--- src/rtl/ram_arbiter.sv ---
// Two-port single-RAM arbiter: combinational grant, 1-cycle read return, shared rdata.
// Optional macro RAM_ARB_ROUND_ROBIN_EN selects round-robin contention; default is fixed priority to port A.
module ram_arbiter #(
    parameter int ADDR_W = 15,
    parameter int DATA_W = 8
) (
    input  logic              clk,
    input  logic              reset,
    input  logic              a_req,
    input  logic [ADDR_W-1:0] a_addr,
    input  logic              a_we,
    input  logic [DATA_W-1:0] a_wdata,
    output logic              a_ack,
    output logic              a_rvalid,
    input  logic              b_req,
    input  logic [ADDR_W-1:0] b_addr,
    input  logic              b_we,
    input  logic [DATA_W-1:0] b_wdata,
    output logic              b_ack,
    output logic              b_rvalid,
    output logic [DATA_W-1:0] rdata,
    output logic [ADDR_W-1:0] ram_addr,
    output logic [DATA_W-1:0] ram_data_in,
    output logic              ram_we,
    input  logic [DATA_W-1:0] ram_data_out
);

    logic              grant_a;
    logic              grant_b;
    logic [ADDR_W-1:0] addr_q;
    logic [DATA_W-1:0] wdata_q;
    logic              a_rvalid_q;
    logic              b_rvalid_q;

`ifdef RAM_ARB_ROUND_ROBIN_EN
    // last_b = 1 means port B won the most recent grant, so A wins the next contention.
    logic last_b;

    always_ff @(posedge clk) begin
        if (reset) begin
            last_b <= 1'b1;
        end else if (grant_a || grant_b) begin
            last_b <= grant_b;
        end
    end

    always_comb begin
        grant_a = 1'b0;
        grant_b = 1'b0;
        if (!reset) begin
            if (a_req && b_req) begin
                grant_a = last_b;
                grant_b = !last_b;
            end else begin
                grant_a = a_req;
                grant_b = b_req;
            end
        end
    end
`else
    always_comb begin
        grant_a = 1'b0;
        grant_b = 1'b0;
        if (!reset) begin
            grant_a = a_req;
            grant_b = b_req && !a_req;
        end
    end
`endif

    always_comb begin
        ram_addr    = addr_q;
        ram_data_in = wdata_q;
        ram_we      = 1'b0;
        if (grant_a) begin
            ram_addr    = a_addr;
            ram_data_in = a_wdata;
            ram_we      = a_we;
        end else if (grant_b) begin
            ram_addr    = b_addr;
            ram_data_in = b_wdata;
            ram_we      = b_we;
        end
    end

    always_ff @(posedge clk) begin
        if (reset) begin
            addr_q     <= '0;
            wdata_q    <= '0;
            a_rvalid_q <= 1'b0;
            b_rvalid_q <= 1'b0;
        end else begin
            if (grant_a || grant_b) begin
                addr_q  <= ram_addr;
                wdata_q <= ram_data_in;
            end
            a_rvalid_q <= grant_a && !a_we;
            b_rvalid_q <= grant_b && !b_we;
        end
    end

    // Masked during reset so a read granted just before reset never returns.
    assign a_rvalid = a_rvalid_q && !reset;
    assign b_rvalid = b_rvalid_q && !reset;
    assign a_ack    = grant_a;
    assign b_ack    = grant_b;
    assign rdata    = ram_data_out;

endmodule

--- config.mk ---
export PLATFORM = sky130hd
export DESIGN_NAME = ram_arbiter
export DESIGN_NICKNAME = d
export VERILOG_FILES = /design/src/rtl/ram_arbiter.sv
export SDC_FILE = /design/constraint.sdc
export NUM_CORES = 1
export LEC_CHECK = 0
export ABC_AREA = 1
export BUFFER_PORTS_ARGS = -buffer_cell sky130_fd_sc_hd__buf_2
export CAP_MARGIN = 40
export CORE_ASPECT_RATIO = 0.8
export CORE_UTILIZATION = 39
export CTS_BUF_LIST = sky130_fd_sc_hd__clkbuf_8
export DETAILED_ROUTE_END_ITERATION = 6
export HOLD_SLACK_MARGIN = 0.12
export MAX_ROUTING_LAYER = met4
export PLACE_DENSITY_LB_ADDON = 0.1
export SETUP_SLACK_MARGIN = 0.02
export SYNTH_ARGS = -nofsm -noshare
export SYNTH_HDL_FRONTEND = slang
export SYNTH_SLANG_ARGS = --single-unit
--- constraint.sdc ---
create_clock -name clk -period 1 [get_ports clk]
set_clock_uncertainty 0.2 [all_clocks]
set_input_delay 0.2 -clock clk [delete_from_list [all_inputs] [get_ports clk]]
set_output_delay 0.2 -clock clk [all_outputs]
set_load 0.05 [all_outputs]
### Word level (Yosys, flattened, before mapping)

Index checks and enable logic that the tools add are counted.

* bits in registers: 25
* bits in latches: 0
* RAM bits: 0
* bits in read-only memories: 0
* input bits: 60
* output and inout port bits: 36
* word-level logic and storage cells: 22
* memories kept: 0

* add/subtract/negate cells: 0
* multiply operators: 0
* div/mod/pow operators: 0
* magnitude comparators: 0
* equality and inequality tests: 0
* shift-type cells: 0
* muxes and demuxes: 8
* bitwise logic cells: 0
* reductions and logical operators: 10

Operators by type and width (number)
* two-way mux 15 bit: 2
* two-way mux 8 bit: 2
* logical AND 1 bit: 5
* zero test 1 bit: 4
* two-way mux 1 bit: 4
* logical OR 1 bit: 1

### Depth between registers and ports, before layout

* depth after elaboration: 5
* depth in mapped cells: 8
* gate-level depth less buffers: 7

### Least setup slack after synthesis

No wires, ideal clock.

* kind: input to output
* start: in b_req
* end: out ram_we
* data arrival time: 1.426 ns
* data required time: 0.600 ns
* slack: -0.826 ns
* stages on the path: 6
* path buffers: 2
* path through: buf_2 > buf_2 > nand3_1 > inv_1 > nand2_1 > nand2_1

* word-level cells in the longest chain between the ends: 4

Ends and longest elaborated chain
* start, declared: RTL line 15 `input logic b_req,`
* logical AND 1 bit: RTL line 66 `grant_b = b_req && !a_req;`
* two-way mux 1 bit: RTL line 64 `if (!reset) begin`
* named net b_ack: RTL line 19 `output logic b_ack,`
* two-way mux 1 bit: RTL line 79 `end else if (grant_b) begin`
* two-way mux 1 bit: RTL line 75 `if (grant_a) begin`
* end, declared: RTL line 24 `output logic ram_we,`

The timed path passes the listed nets, and every way through them passes these cells.

### Worst setup path after layout

* start: in reset
* end: out ram_data_in[5]

* word-level cells in the longest chain between the ends: 3
* elaborated cells between the ends (all ways): 4
* those cells by class: mux (4)

Ends and longest elaborated chain
* start, declared: RTL line 8 `input logic reset,`
* two-way mux 1 bit: RTL line 64
* two-way mux 8 bit: RTL line 79
* two-way mux 8 bit (*): RTL line 75
* end, declared: RTL line 23 `output logic [DATA_W-1:0] ram_data_in,`

Mark *: on every way between the ends. The rest lies on a longest branch, timed or not.

==> out/results.ini <==
[final_layout]
syn_to_final_growth_pct=130.9
final_layout_size_suffix_gt1_share_pct=75.39
num_antenna_cells=0
fillers=69
layout.nets=378

[detailed_routing]
wl_met3_um=657
drtIter0Drc=282
dr.max_layer_used=met4
route.met2.wl_um=4118
firstDrtPassIters=7
post_drt_wl_per_cell_um=23.71
m1WireLength_um=3165
drc_errors=18
ant_nets=0
drt_wl_total_um=8513
vias=2116
drt-vias-per-instance=5.894

[logic_synthesis]
syn_nets=263
post_synth_num_cell_types=13
synth-edff-count=0
synth.avg_cell_area_sq_um=7.267
synth_ff_type=dfxtp_1
netlist_top_cells_area=dfxtp_1 (34%), nand2_1 (12%), nand3_2 (12%)
yosysMostFrequentCell=nand2_1
synth-seq-area-share_pct=33.93
synth_top_area_share_pct=33.93
synth_largest_area_cell=dfxtp_1
synth_common_cells=nand2_1 (49), nand3_1 (29), inv_1 (27)
async_flop_share_pct=0
syn-cell-area_sq_um=1475
syn_inst=203
synth-seq-cells=25
yosysWarnings=0

[hold_path]
hold_path_class=in2reg
min_from=b_we

[place]
gp_congestion=0.7317
dp_slack_ns=-0.6132
port_buffers=79
dp_hpwl_um=3131

[clock_network]
clk_latency_ns=0.27
clk_pin_slew_worst_paths_ns=0.08
cts_tree=built
clockBufferDepth=2
cts-root-buf=clkbuf_8
htree_levels=1
numCtsBuffers=3
cts_sinks=25

[floorplan]
dieArea_sq_um=4034
initial_core_util_pct=41.93
coreArea_sq_um=3518
num_rows=19
ios=96
die_y_um=57.01
die_x_um=70.76

[sta]
finalHoldViolations=1
setup_viol=49
tightestPinTransition_ns=0.2154
drv_slew=0
relSlewSlack_pct=85.60
holdWs_ns=-0.0009471
rsz0062_at_grt=yes
setup_slack_ns=-0.4872
clock.fmax_mhz=672.4
period_share_pct=148.7
fin_crit_ns=1.487

[pwr]
ir_drop_mv=0.9825
p_leak_nw=1.725
total_power_mw=3.503
power-per-cell-area_nw_per_um2=1029

[worst_setup_path]
start_kind=input pin
timing.rr.start=addr_q[12]
arrival_ns=1.09
criticalPathCategory=in2out
startpoint=reset
slowest_delay_ns=0.17
path_max_fanout=7
crit_chain=buf_12 -> inv_16 -> nand2_8 -> buf_12 -> buf_12 -> nand3_4 -> nand3_4 -> buf_8
required_ns=0.60
crit_top_cell=buf_12
crit_slowest_cell=buf_8
end_kind=output pin

[flow_run]
max-cap-violations=0

[grt]
grt_usage_pct=35.42
grt_pass1_vias=2143
grt_max_degree=16
grt_overflow_total=0
grt_antenna_before_repair=0
grt_pass1_wl_um=10580

[status]
outcome=finished, violations left
violations=design-rule violations, negative hold slack, negative setup slack

## placed cells by master, fill, tap and decap left out
cell type	Yosys	layout
nor2_4	0	2
inv_4	1	1
clkinvlp_4	0	1
buf_12	0	12
inv_1	27	17
nand3_4	0	42
clkinv_2	0	1
buf_16	0	1
dfxtp_2	0	6
dfxtp_1	25	19
nand2_4	2	11
nand3_2	18	5
inv_2	1	8
bufbuf_16	0	1
nand4_1	23	23
buf_6	4	23
nand2_2	0	22
buf_4	11	24
inv_16	0	1
buf_8	0	25
nand2_1	49	17
clkbuf_8	0	3
nand2_8	0	1
inv_8	0	1
buf_2	9	48
nor2_1	4	2
## power breakdown
part           switching [mW]  internal [mW]
clock                   0.347          0.280
combinational           0.969          0.806
sequential             0.0469           1.05
## cell families after synthesis
kind of cell / count (synthesis) / share of synthesized area (%)
buffers and inverters: 53 / 19.25
DFF: 25 / 33.93
and+or+nand+nor: 125 / 46.82
## what timing repair did
| action | CTS | global route |
|---|---|---|
| setup endpoints to repair | 51 | 48 |
| hold endpoints to repair | 9 | 6 |
| resized for setup | 151 | 31 |
| cloned | 3 | 0 |
| setup buffers | 16 | 9 |
| pin swaps | 13 | 3 |
## through the flow
step / cell area (sq um) / TNS [ns] / std cells / util [%]
6_report: 3406 / -15.15 / 359 / 96.80
4_1_cts: 3291 / -12.69 / 354 / 93.53
3_5_place_dp: 2552 / -24.45 / 334 / 72.55
2_1_floorplan: 1969 / -10.08 / 203 / -
5_1_grt: 3406 / -16.21 / 359 / 96.80
3_3_place_gp: 2552 / -23.57 / 334 / 72.55
## sequential cells by signal (all words and copies together) (netlist names)
name        cells
wdata_q         8
a_rvalid_q      1
addr_q         15
b_rvalid_q      1
## worst max-delay path: cells and delay by family
family / cells / cell delay, ns
buf+inv: 5 / 0.63
simple gates: 3 / 0.23
## area by class of cell
type | instances | area (sq um) | area share (%)
flip-flops and latches | 25 | 508.0 | 14.92
clock inverters | 1 | 5.005 | 0.1470
well taps | 42 | 52.55 | 1.543
inverters | 29 | 138.9 | 4.078
multi-input cells | 125 | 1305 | 38.32
clock buffers | 3 | 41.29 | 1.212
repair buffers | 134 | 1355 | 39.79
## final timing paths
path	cells after the start	endpoint	slack, ns
max	8	ram_data_in[5]	-0.49
min	3	b_rvalid_q	-0.0009
max reg2reg	6	addr_q[12]	-0.20
min reg2reg	4	wdata_q[0]	0.47
## routing by layer
layer	global-route usage, %	vias up
met5	-	-
met4	16.00	0
met3	7.244	61
met2	60.03	159
met1	40.70	1004
li1	-	892
Note: power is estimated with default switching activity, not from simulation.
